===== config.mk =====
export PLATFORM = sky130hd
export DESIGN_NAME = bitty_fetch
export DESIGN_NICKNAME = d
export VERILOG_FILES = /design/src/rtl/bitty_pkg.sv /design/src/rtl/register.sv /design/src/rtl/bitty_fetch.sv
export SDC_FILE = /design/constraint.sdc
export NUM_CORES = 1
export LEC_CHECK = 0
export CAP_MARGIN = 20
export CORE_MARGIN = 3
export CORE_UTILIZATION = 45
export DETAILED_ROUTE_END_ITERATION = 8
export HOLD_SLACK_MARGIN = 0.1
export PLACE_DENSITY = 0.75
export SKIP_CTS_REPAIR_TIMING = 1
export SYNTH_ARGS = -nofsm -noshare
export SYNTH_HDL_FRONTEND = slang
export SYNTH_HIERARCHICAL = 1
export SYNTH_SLANG_ARGS = --single-unit

===== constraint.sdc =====
create_clock -name clk -period 2.6 [get_ports clk]
set_input_delay 0.39 -clock clk [delete_from_list [all_inputs] [get_ports clk]]
set_output_delay 0.39 -clock clk [all_outputs]
set_load 0.05 [all_outputs]

===== src/rtl/bitty_pkg.sv =====
// rtl/bitty_pkg.sv - shared constants and state encoding for the bitty fetch sequencer
package bitty_pkg;

  localparam int INSTR_W = 16;

  localparam logic [2:0] ST_IDLE      = 3'd0;
  localparam logic [2:0] ST_FETCH     = 3'd1;
  localparam logic [2:0] ST_LOAD      = 3'd2;
  localparam logic [2:0] ST_ISSUE     = 3'd3;
  localparam logic [2:0] ST_WAIT_DONE = 3'd4;
  localparam logic [2:0] ST_HALT      = 3'd5;

  typedef enum logic [2:0] {
    IDLE      = ST_IDLE,
    FETCH     = ST_FETCH,
    LOAD      = ST_LOAD,
    ISSUE     = ST_ISSUE,
    WAIT_DONE = ST_WAIT_DONE,
    HALT      = ST_HALT
  } state_t;

endpackage


===== src/rtl/register.sv =====
// rtl/register.sv - generic enabled register with synchronous active-high reset
module register #(
  parameter int W = 16
) (
  input  logic         clk,
  input  logic         reset,
  input  logic         en,
  input  logic [W-1:0] d,
  output logic [W-1:0] q
);

  always_ff @(posedge clk) begin
    if (reset)   q <= '0;
    else if (en) q <= d;
  end

endmodule


===== src/rtl/bitty_fetch.sv =====
// rtl/bitty_fetch.sv - walks PC over instruction memory, issues run/done handshakes to bitty core
module bitty_fetch
  import bitty_pkg::*;
#(
  parameter int ADDR_W  = 8,
  parameter int TIMEOUT = 64
) (
  input  logic               clk,
  input  logic               reset,
  input  logic               start,
  input  logic [ADDR_W-1:0]  start_addr,
  input  logic [ADDR_W-1:0]  end_addr,
  output logic [ADDR_W-1:0]  mem_addr,
  input  logic [INSTR_W-1:0] mem_data,
  output logic [INSTR_W-1:0] instruction,
  output logic               run,
  input  logic               done,
  output logic               busy,
  output logic               halted,
  output logic               err,
  output logic [15:0]        retired
);

  localparam int WD_W = $clog2(TIMEOUT);

  state_t            state, state_next;
  logic [ADDR_W-1:0] pc, end_pc;
  logic [WD_W-1:0]   wdog;
  logic              launch, accept, timeout, spurious;

  always_comb begin
    launch     = start && (state == IDLE || state == HALT);
    accept     = (state == WAIT_DONE) && done;
    // done wins over a coincident watchdog expiry
    timeout    = (state == WAIT_DONE) && !done && (wdog == WD_W'(TIMEOUT - 1));
    spurious   = done && (state != WAIT_DONE);
    state_next = state;
    case (state)
      IDLE, HALT: if (start) state_next = FETCH;
      FETCH:      state_next = LOAD;
      LOAD:       state_next = ISSUE;
      ISSUE:      state_next = WAIT_DONE;
      WAIT_DONE: begin
        if (done)         state_next = (pc == end_pc) ? HALT : FETCH;
        else if (timeout) state_next = HALT;
      end
      default:    state_next = IDLE;
    endcase
  end

  always_ff @(posedge clk) begin
    if (reset) begin
      state   <= IDLE;
      pc      <= '0;
      end_pc  <= '0;
      wdog    <= '0;
      run     <= 1'b0;
      err     <= 1'b0;
      retired <= '0;
    end else begin
      state <= state_next;
      run   <= (state_next == ISSUE);
      if (launch) begin
        pc      <= start_addr;
        end_pc  <= end_addr;
        retired <= '0;
      end else if (accept) begin
        retired <= retired + 16'd1;
        if (pc != end_pc) pc <= pc + 1'b1;
      end
      if (state != WAIT_DONE) wdog <= '0;
      else if (!done)         wdog <= wdog + 1'b1;
      if (timeout || spurious) err <= 1'b1;
      else if (launch)         err <= 1'b0;
    end
  end

  assign mem_addr = pc;
  assign busy     = (state == FETCH) || (state == LOAD) || (state == ISSUE) || (state == WAIT_DONE);
  assign halted   = (state == HALT);

  register #(.W(INSTR_W)) u_instr (
    .clk   (clk),
    .reset (reset),
    .en    (state == LOAD),
    .d     (mem_data),
    .q     (instruction)
  );

endmodule


---- Word level (Yosys, flattened, before mapping) ----
Index checks and enable logic that the tools add are counted.
W data, S select, Z words.
storage, ports and cells
  bits in registers ....................... 59
  logic and storage cells ................. 50
  output and inout bits ................... 44
  bits of input ports ..................... 36
operators by class
  mux-type cells .......................... 10
  add/subtract/negate cells ............... 3
  reductions and logical operators ........ 19
  eq/ne operators ......................... 10
operators with widths
  operator                 number
  $mux W8                  3
  $add A16 B1 Y16 const B  1
  $pmux W3 S5              1
  $mux W3                  4
  $eq A3 B2 Y1 const B     3
  $add A8 B1 Y8 const B    1
  $eq A8 B8 Y1             1
  $ne A8 B8 Y1             1
  $add A6 B1 Y6 const B    1
  $eq A3 B3 Y1 const B     2
  $eq A6 B6 Y1 const B     1
  $reduce_bool A2 Y1       3
  $reduce_or A2 Y1         3
  $logic_and A1 B1 Y1      5
  $logic_or A1 B1 Y1       5
  $eq A3 B1 Y1 const B     1
  $logic_not A3 Y1         1
  $ne A3 B3 Y1 const B     1
  $mux W1                  2
  $reduce_and A2 Y1        1
  $logic_not A1 Y1         1

---- Depth between registers and ports, before layout ----
Gate-level depths: netlist of run 1.
  depth after elaboration ................. 7
  gate-level depth with buffers ........... 8
  gate-level depth less buffers ........... 6

---- Cells and area by module ----
The synthesis of run 1 kept the hierarchy.
modules (own cells, without submodules)
  module       instances  seq. area each (µm²)  cells each  area each (µm²)
  bitty_fetch  1          860.8                 229         2,070.7
  register     1          320.3                 52          580.6

---- Worst setup path after synthesis of run 1 ----
No wires, ideal clock.
  path type ............................... reg2reg
  start point ............................. register pc[2], in the netlist mem_addr[2]
  end point ............................... register pc[1], in the netlist mem_addr[1]
  setup slack ............................. 817 ps
  period minus slack after synthesis ...... 1,783 ps
  buffers on the path ..................... 0
  arrival time ............................ 1,645 ps
  data required time ...................... 2,462 ps
  library setup time ...................... 138 ps
  cell stages (with the launch flop) ...... 6
  cell sequence ........................... dfxtp_1 -> xnor2_1 -> nand4_1 -> o21ai_1 -> mux2i_1 -> a211oi_1
between the ends
  longest elaborated chain between the ends .. 3
ends and longest elaborated chain
  element                       RTL line           RTL
  from (decl)                   bitty_fetch.sv:27  logic [ADDR_W-1:0] pc, end_pc;
  from (signal assigned)        bitty_fetch.sv:64  pc <= start_addr;
  from (signal assigned)        bitty_fetch.sv:69  if (pc != end_pc) pc <= pc + 1'b1;
  $ne A8 B8 Y1                  bitty_fetch.sv:69
  $reduce_bool A2 Y1 (no line)  n/a
  $reduce_and A2 Y1 (no line)   n/a
No other way between the ends.
A chain may end at the register's enable or synchronous reset.

---- Worst setup path in the final report of run 1 ----
  start point ............................. register state[0]
  end point ............................... output busy
between the ends
  longest elaborated chain between the ends .. 4
  elaborated cells between the ends (all ways) .. 7
  those cells by class .................... eq/ne: 4; reduce/logical: 3
ends and longest elaborated chain
  element                                              RTL line           RTL
  from (decl)                                          bitty_fetch.sv:26  state_t state, state_next;
  from (signal assigned)                               bitty_fetch.sv:61  state <= state_next;
  $eq A3 B1 Y1 / $eq A3 B2 Y1 (equally long branches)  bitty_fetch.sv:79  assign busy = (state == FETCH) || (state == LOAD) || (state == ISSUE) || (state == WAIT_DONE);
  $logic_or A1 B1 Y1 (2 in a row)                      bitty_fetch.sv:79
  $logic_or A1 B1 Y1 *                                 bitty_fetch.sv:79
  to (decl)                                            bitty_fetch.sv:18  output logic busy,
Every way passes the cells marked *; elsewhere a longest branch is shown, timed or not.

==> results of run 1 <==
[worst register-to-register path, stage by stage, from the launching register on]
cell      delay (ns)
dfxtp_1         0.59
and4bb_1        0.42
nand4_4         0.20
nor4_4          0.30
xnor2_1         0.17
nor2_2          0.05
[cells in the final DEF, fill, tap and decap left out, types with 2 or more instances in the layout]
master and n:
a211oi_1 9, a21oi_1 4, and3_1 2, buf_4 6, clkbuf_1 2, clkbuf_8 11
clkdlybuf4s50_1 79, dfxtp_1 59, ha_1 3, inv_1 3, mux2i_1 26, nand2_1 12
nand2b_1 2, nand3_1 7, nand4_1 2, nor2_1 59, nor2b_1 2, nor3_1 8
o211ai_1 4, o21ai_0 5, or3_1 3, xnor2_1 21, xor2_1 14
[final cells by class]
cell class | count | area [µm²] | share of cell area [%]
Clock inverter | 2 | 35.03 | 0.9563
Tap cell | 72 | 90.09 | 2.459
Timing Repair Buffer | 85 | 835.8 | 22.81
Clock buffer | 13 | 158.9 | 4.337
Inverter | 3 | 11.26 | 0.3074
Multi-Input combinational cell | 202 | 1351 | 36.89
Sequential cell | 59 | 1181 | 32.24
[metrics by stage]
stage	total power, µW	hold slack (ns)	worst slack [ns]	utilization, %
final	2383	0.4965	0.1839	65.33
after global routing	2486	0.5277	0.04680	65.33
after detailed placement	1578	0.4855	0.4626	61.87
after global placement	1572	0.4716	0.4970	61.87
after CTS	2411	0.5003	0.1828	65.33
after floorplan	1409	0.4738	0.8174	-
[power by group through the flow]
stage	clock network, µW	logic [µW]	registers [µW]
final	825	539	1020
after global routing	880	579	1030
after detailed placement	0	540	1040
after global placement	0	535	1040
after floorplan	0	254	1150
after CTS	848	544	1020
[state kept, by name, summed over array words and instances (netlist names)]
| signal | cells |
|---|---|
| retired | 16 |
| u_instr/q | 16 |
| end_pc | 8 |
| mem_addr | 8 |
| wdog | 6 |
| state | 3 |
| err | 1 |
| run | 1 |
[kinds of logic (layout without fill, tap and decap cells)]
logic type	after synthesis	count (layout)	share of synthesized area, %
XOR/XNOR	35	35	11.56
adder cells (fa/ha/maj)	3	3	1.416
multiplexers	27	27	10.24
buffers and inverters	20	103	4.672
AO/OA/AOI/OAI	26	26	6.559
AND/OR/NAND/NOR	111	111	21.00
flip-flops	59	59	44.55
[metal layers]
layer	track usage, %	vias to the layer above	routed length, µm
met5	0	-	0
met4	9.804	0	115
met3	4.664	9	406
met2	26.68	70	2516
met1	22.65	998	2584
li1	-	1115	-
[worst max path at each step]
stage | slack (ns) | endpoint | cells past startpoint
6_report | 0.18 | busy | 3
3_5_place_dp | 0.46 | retired[15] | 6
4_1_cts | 0.18 | busy | 3
2_1_floorplan | 0.82 | mem_addr[1] | 5
3_3_place_gp | 0.50 | retired[15] | 6
5_1_grt | 0.05 | busy | 3
==> results.py, run 1 <==
metrics = {
    "run_status": {
        "status": "complete, no violations",
    },
    "critical_path": {
        "cp_slowest_cell": "clkdlybuf4s50_1",
        "crit_family": "buffers and inverters",
        "crit_chain": "nor2_1 -> xnor2_1 -> clkdlybuf4s50_1",
        "arrival_ns": 2.03,
        "cpPeakStageDelay_ns": 0.82,
        "setup.worst_path.end_class": "output pin",
        "critPathMaxFanout": 10,
        "ff2ff_setup_slack_ns": 0.75,
        "reg2reg_depth": 5,
        "critical_path_class": "reg2out",
        "path_buf_inv": 1,
        "r2r_end": "retired[15]",
        "critPathLaunch": "state[0]",
        "r2r_start": "state[2]",
        "cp.required_ns": 2.21,
        "start_kind": "register",
    },
    "timing": {
        "slew_violations": 0,
        "min_period_over_period_pct": 92.93,
        "finalSetupTns_ns": 0,
        "relSlewSlack_pct": 58.07,
        "grt_setup_unrepaired": "no",
        "finalCriticalPeriod_ns": 2.416,
        "finalClockSkew_ns": 0.004171,
        "tightest_slew_ns": 0.6290,
        "hold_viol": 0,
        "setup_viol": 0,
        "fmax_mhz": 413.9,
    },
    "synthesis": {
        "syn_inst": 281,
        "synth_edf_count": 0,
        "ys_seq_area_share_pct": 44.55,
        "netlist_top_cells_count": "59 x dfxtp_1, 59 x nor2_1, 26 x mux2i_1",
        "ys_ff_latch": 59,
        "synth_top_area_cell": "dfxtp_1",
        "ys_warn_count": 6,
        "ys.flop_type": "dfxtp_1",
        "netlist_area_um2": 2651,
        "syn_area_per_cell_um2": 9.435,
        "synthesis.nets": 320,
        "synth.top_cell.area_share_pct": 44.55,
        "synthTopCellsByArea": "dfxtp_1 45%, mux2i_1 9.8%, nor2_1 8.4%",
        "synth_cell_types": 43,
        "async_flop_share_pct": 0,
    },
    "drt": {
        "ant_nets": 0,
        "drt-total-wl_mm": 5.623,
        "vias": 2192,
        "drt_first_pass_iters": 4,
        "drt_iter0_markers": 76,
        "viasPerCell": 5.028,
        "drc": 0,
        "wl_per_cell_um": 12.90,
    },
    "power_and_ir_drop": {
        "peakVddDrop_uv": 342.5,
        "p_int_uw": 1677,
        "swShare_pct": 29.65,
        "power.leakage_uw": 0.001337,
        "sequentialPowerShare_pct": 42.8,
        "p_sw_uw": 706.6,
        "power_density_nw_per_um2": 650.5,
        "combPwrFrac_pct": 22.6,
        "clock_power_share_pct": 34.6,
    },
    "floorplan": {
        "die_w_um": 82.76,
        "num_io_pins": 80,
        "core-area_um2": 5608,
        "initial_utilization_pct": 47.28,
        "die_area_um2": 6848,
        "die-height_um": 82.76,
        "rows": 27,
    },
    "final_layout": {
        "finalInstanceArea_um2": 3664,
        "antennaDiodeCount": 0,
        "drive_above_1_share_pct": 7.143,
        "num-fill-cells": 505,
        "final_nets": 399,
        "syn2layout_area_growth_pct": 38.18,
        "fin_cells": 436,
    },
    "cts": {
        "cts_root_buf": "clkbuf_8",
        "clk_latency_ns": 0.33,
        "clock_sinks": 59,
        "cts.clk_slew.worst_paths_ns": 0.06,
        "cts_tree": "yes",
        "htree_levels": 3,
        "numCtsBuffers": 9,
        "clk_path_buf_depth": 2,
    },
    "grt": {
        "track_usage_pct": 17.62,
        "grt_pass1_wl_mm": 9.080,
        "grt_max_degree": 38,
        "grt_pass1_vias": 2005,
        "antenna_found_initial": 0,
        "grt-ovfl-total": 0,
    },
    "placed_design": {
        "dp_hpwl_mm": 4.087,
        "globalplace.congestion": 0.7473,
        "numPlacedInstances": 421,
        "io_buffers": 79,
        "postPlaceCellArea_um2": 3470,
    },
    "worst_hold_path": {
        "hp-start": "u_instr/q[5]",
        "hp-class": "reg2reg",
        "hold_depth": 2,
        "min_to": "u_instr/q[5]",
    },
    "flow_run": {
        "drv_cap": 0,
    },
}
Power figures use the tool's default switching activity.
==> run 2, diff against run 1 <==
--- a/config.mk
+++ b/config.mk
@@ -5,12 +5,13 @@
 export SDC_FILE = /design/constraint.sdc
 export NUM_CORES = 1
 export LEC_CHECK = 0
+export ABC_CLOCK_PERIOD_IN_PS = 2600
 export CAP_MARGIN = 20
 export CORE_MARGIN = 3
 export CORE_UTILIZATION = 45
 export DETAILED_ROUTE_END_ITERATION = 8
 export HOLD_SLACK_MARGIN = 0.1
-export PLACE_DENSITY = 0.75
+export PLACE_DENSITY = 0.77
 export SKIP_CTS_REPAIR_TIMING = 1
 export SYNTH_ARGS = -nofsm -noshare
 export SYNTH_HDL_FRONTEND = slang
==> results.py, run 2 (synthesized netlist as in run 1, its figures left out) <==
metrics = {
    "run_status": {
        "status": "complete, no violations",
    },
    "worst_hold_path": {
        "hp-class": "reg2reg",
    },
    "cts": {
        "cts_tree": "yes",
        "htree_levels": 3,
        "clk_latency_ns": 0.34,
        "numCtsBuffers": 9,
        "clk_path_buf_depth": 2,
        "cts_root_buf": "clkbuf_8",
        "clock_sinks": 59,
        "cts.clk_slew.worst_paths_ns": 0.06,
    },
    "power_and_ir_drop": {
        "peakVddDrop_uv": 410.2,
        "power.leakage_uw": 0.001337,
        "power_density_nw_per_um2": 646.4,
    },
    "critical_path": {
        "arrival_ns": 2.07,
        "cp.required_ns": 2.21,
        "start_kind": "register",
        "critPathMaxFanout": 10,
        "setup.worst_path.end_class": "output pin",
        "critical_path_class": "reg2out",
    },
    "drt": {
        "drt-total-wl_mm": 5.761,
        "drt_first_pass_iters": 4,
        "drc": 0,
        "vias": 2199,
        "wl_per_cell_um": 13.15,
        "ant_nets": 0,
        "viasPerCell": 5.021,
        "drt_iter0_markers": 48,
    },
    "grt": {
        "track_usage_pct": 18.59,
        "grt_max_degree": 22,
        "grt_pass1_vias": 2099,
        "grt_pass1_wl_mm": 9.618,
        "antenna_found_initial": 0,
        "grt-ovfl-total": 0,
    },
    "timing": {
        "tightest_slew_ns": 0.6097,
        "setup_viol": 0,
        "grt_setup_unrepaired": "no",
        "relSlewSlack_pct": 59.35,
        "fmax_mhz": 406.3,
        "finalClockSkew_ns": 0.01050,
        "slew_violations": 0,
        "hold_viol": 0,
        "finalCriticalPeriod_ns": 2.461,
        "min_period_over_period_pct": 94.66,
        "finalSetupTns_ns": 0,
    },
    "final_layout": {
        "multi_input_area_um2": 1351,
        "drive_above_1_share_pct": 7.104,
        "final-seq-area_um2": 1181,
        "mostFrequentLayoutCells": "79 x clkdlybuf4s50_1, 59 x nor2_1, 59 x dfxtp_1",
        "antennaDiodeCount": 0,
        "syn2layout_area_growth_pct": 38.23,
        "fin_cells": 438,
        "final_nets": 400,
        "layout_commonest_cell": "clkdlybuf4s50_1",
        "num-fill-cells": 505,
        "top_regs": "retired (16), u_instr/q (16)",
    },
    "placed_design": {
        "io_buffers": 79,
        "numPlacedInstances": 422,
        "globalplace.congestion": 0.7685,
        "dp_hpwl_mm": 4.162,
    },
    "floorplan": {
        "num_io_pins": 80,
        "initial_utilization_pct": 47.28,
        "die_w_um": 82.76,
        "rows": 27,
        "core-area_um2": 5608,
        "die-height_um": 82.76,
        "die_area_um2": 6848,
    },
    "flow_run": {
        "drv_cap": 0,
    },
}
-- run 2: cell types whose count changed in the layout (fill, tap and decap cells not counted) --
| cell | before | now |
|---|---|---|
| clkbuf_8 | 11 | 10 |
| buf_4 | 6 | 7 |
| clkbuf_1 | 2 | 4 |
-- run 2: cell type report --
cell class / count / share of cell area [%]
multi-input combinational: 202 / 36.87
sequential: 59 / 32.23
timing repair buffer: 86 / 23.01
clock buffer: 14 / 4.165
tap: 72 / 2.458
clock inverter: 2 / 0.9560
inverter: 3 / 0.3073
-- run 2: report_power, final --
part	internal, µW	switching (µW)
logic	229	312
registers	960	61.9
clock network	469	336
-- run 2: critical path, cell delays in order, from the launching register on --
cell and delay [ns]:
dfxtp_1 0.55, nor2_1 0.16, xnor2_1 0.18, clkdlybuf4s50_1 0.84
-- run 2: final timing paths --
check	slack [ns]	end	from	depth (start not counted)
min reg2reg	0.50	u_instr/q[8]	u_instr/q[8]	2
min	0.50	u_instr/q[8]	u_instr/q[8]	2
max	0.14	busy	state[0]	3
max reg2reg	0.74	mem_addr[7]	state[2]	5
-- run 2: layer usage --
layer	track usage (%)	vias to the layer above	wire [µm]
met5	0	-	0
met4	7.516	0	80
met3	6.291	9	465
met2	29.49	72	2649
met1	23.12	1003	2566
li1	-	1115	-
-- run 2: per-stage QoR --
| step | power [µW] | util, % | setup slack [ns] | hold WS [ns] | cell area [µm²] |
|---|---|---|---|---|---|
| 6_report | 2369 | 65.35 | 0.1390 | 0.4951 | 3665 |
| 5_1_grt | 2473 | 65.35 | 0.05154 | 0.5222 | 3665 |
| 4_1_cts | 2394 | 65.35 | 0.1414 | 0.4995 | 3665 |
| 3_5_place_dp | 1582 | 62.00 | 0.4636 | 0.4852 | 3477 |
| 3_3_place_gp | 1573 | 62.00 | 0.5106 | 0.4729 | 3477 |
| 2_1_floorplan | 1409 | - | 0.8174 | 0.4738 | 2651 |
==> run 3, diff against run 2 <==
--- a/config.mk
+++ b/config.mk
@@ -5,7 +5,7 @@
 export SDC_FILE = /design/constraint.sdc
 export NUM_CORES = 1
 export LEC_CHECK = 0
-export ABC_CLOCK_PERIOD_IN_PS = 2600
+export ABC_CLOCK_PERIOD_IN_PS = 3100
 export CAP_MARGIN = 20
 export CORE_MARGIN = 3
 export CORE_UTILIZATION = 45
==> constraint.sdc (replaced) <==
create_clock -name clk -period 3.1 [get_ports clk]
set_input_delay 0.465 -clock clk [delete_from_list [all_inputs] [get_ports clk]]
set_output_delay 0.465 -clock clk [all_outputs]
set_load 0.05 [all_outputs]
==> results.py, run 3 (synthesized netlist as in run 1, its figures left out) <==
metrics = {
    "placed_design": {
        "io_buffers": 79,
        "globalplace.congestion": 0.8271,
        "preCtsSetupSlack_ns": 0.5780,
        "dp_hpwl_mm": 4.118,
        "numPlacedInstances": 419,
        "postPlaceCellArea_um2": 3455,
    },
    "final_layout": {
        "top_regs": "retired (16), u_instr/q (16)",
        "final_nets": 397,
        "syn2layout_area_growth_pct": 36.57,
        "layout_commonest_cell": "clkdlybuf4s50_1",
        "mostFrequentLayoutCells": "79 x clkdlybuf4s50_1, 59 x nor2_1, 59 x dfxtp_1",
        "finalInstanceArea_um2": 3621,
        "fin_cells": 433,
        "drive_above_1_share_pct": 6.925,
        "num-fill-cells": 496,
        "antennaDiodeCount": 0,
    },
    "drt": {
        "drt_first_pass_iters": 4,
        "ant_nets": 0,
        "vias": 2164,
        "drc": 0,
        "drt-total-wl_mm": 5.696,
        "drt_iter0_markers": 44,
        "viasPerCell": 4.998,
        "wl_per_cell_um": 13.15,
    },
    "critical_path": {
        "setup.worst_path.end_class": "output pin",
        "ff2ff_setup_slack_ns": 1.03,
        "r2r_end": "retired[13]",
        "cp.required_ns": 2.63,
        "critPathLaunch": "state[0]",
        "start_kind": "register",
        "critPathMaxFanout": 10,
        "r2r_start": "state[2]",
        "reg2reg_depth": 4,
        "arrival_ns": 2.06,
        "critical_path_class": "reg2out",
    },
    "power_and_ir_drop": {
        "peakVddDrop_uv": 304.9,
        "swShare_pct": 30.87,
        "sequentialPowerShare_pct": 45.1,
        "power.leakage_uw": 0.001318,
        "p_int_uw": 1314,
        "clock_power_share_pct": 31.3,
        "finalPower_uw": 1900,
        "p_sw_uw": 586.5,
        "combPwrFrac_pct": 23.6,
        "power_density_nw_per_um2": 524.7,
    },
    "cts": {
        "htree_levels": 3,
        "clk_latency_ns": 0.33,
        "cts_tree": "yes",
        "cts.clk_slew.worst_paths_ns": 0.06,
        "clock_sinks": 59,
        "numCtsBuffers": 9,
        "cts_root_buf": "clkbuf_8",
        "clk_path_buf_depth": 2,
    },
    "timing": {
        "hold_viol": 0,
        "grt_setup_unrepaired": "no",
        "finalSetupTns_ns": 0,
        "setup_viol": 0,
        "relSlewSlack_pct": 58.86,
        "setup_slack_ns": 0.5796,
        "slew_violations": 0,
        "finalCriticalPeriod_ns": 2.520,
        "fmax_mhz": 396.8,
        "min_period_over_period_pct": 81.30,
        "finalClockSkew_ns": 0.005897,
        "tightest_slew_ns": 0.6171,
    },
    "run_status": {
        "status": "complete, no violations",
    },
    "floorplan": {
        "die_w_um": 82.76,
        "initial_utilization_pct": 47.28,
        "die_area_um2": 6848,
        "die-height_um": 82.76,
        "rows": 27,
        "core-area_um2": 5608,
        "num_io_pins": 80,
    },
    "worst_hold_path": {
        "hp-start": "u_instr/q[12]",
        "hp-class": "reg2reg",
        "min_to": "u_instr/q[12]",
        "hold_depth": 2,
    },
    "grt": {
        "grt_pass1_vias": 2066,
        "grt_max_degree": 22,
        "grt-ovfl-total": 0,
        "grt_pass1_wl_mm": 9.301,
        "antenna_found_initial": 0,
        "track_usage_pct": 18.13,
    },
    "flow_run": {
        "drv_cap": 0,
    },
}
-- run 3: changes by cell type in the layout (fill, tap and decap cells not counted) --
| cell | delta |
|---|---|
| clkbuf_1 | -4 |
| bufinv_16 | -1 |
| clkbuf_8 | +1 |
| clkinv_2 | +2 |
| buf_4 | -3 |
-- run 3: how the worst max path moves through the flow --
stage | end | slack [ns] | depth (start not counted)
2_1_floorplan | busy | 1.26 | 2
3_3_place_gp | retired[15] | 0.66 | 6
3_5_place_dp | retired[13] | 0.58 | 6
4_1_cts | busy | 0.56 | 3
5_1_grt | busy | 0.46 | 3
6_report | busy | 0.58 | 3
-- run 3: critical path, stage by stage (launching register included) --
cell and delay (ns):
dfxtp_1 0.53, nor2_1 0.15, xnor2_1 0.21, clkdlybuf4s50_1 0.84
-- run 3: power groups by stage --
stage | registers, µW | logic, µW | clock network [µW]
CTS | 856 | 454 | 614
global placement | 871 | 444 | 0
detailed placement | 871 | 451 | 0
finish | 856 | 449 | 595
global route | 863 | 484 | 645
floorplan | 968 | 213 | 0
-- run 3: metal layers --
metal	global-route usage, %	wire length, µm
met4	7.843	91
met5	0	0
met2	28.37	2596
met3	6.725	452
met1	22.27	2556
-- run 3: final cells by class --
class,instances,area (µm²),share of cell area (%)
timing repair buffer,83,820.8,22.67
multi-input combinational,202,1351,37.32
inverter,3,11.26,0.3110
clock buffer,11,151.4,4.181
clock inverter,3,15.01,0.4147
tap,72,90.09,2.488
sequential,59,1181,32.62
-- run 3: stage by stage --
step                      utilization [%]  hold WS [ns]
after floorplan                         -        0.4840
after global placement              61.60        0.4727
after detailed placement            61.60        0.4818
after CTS                           64.57        0.4966
after global routing                64.57        0.5192
final                               64.57        0.4907
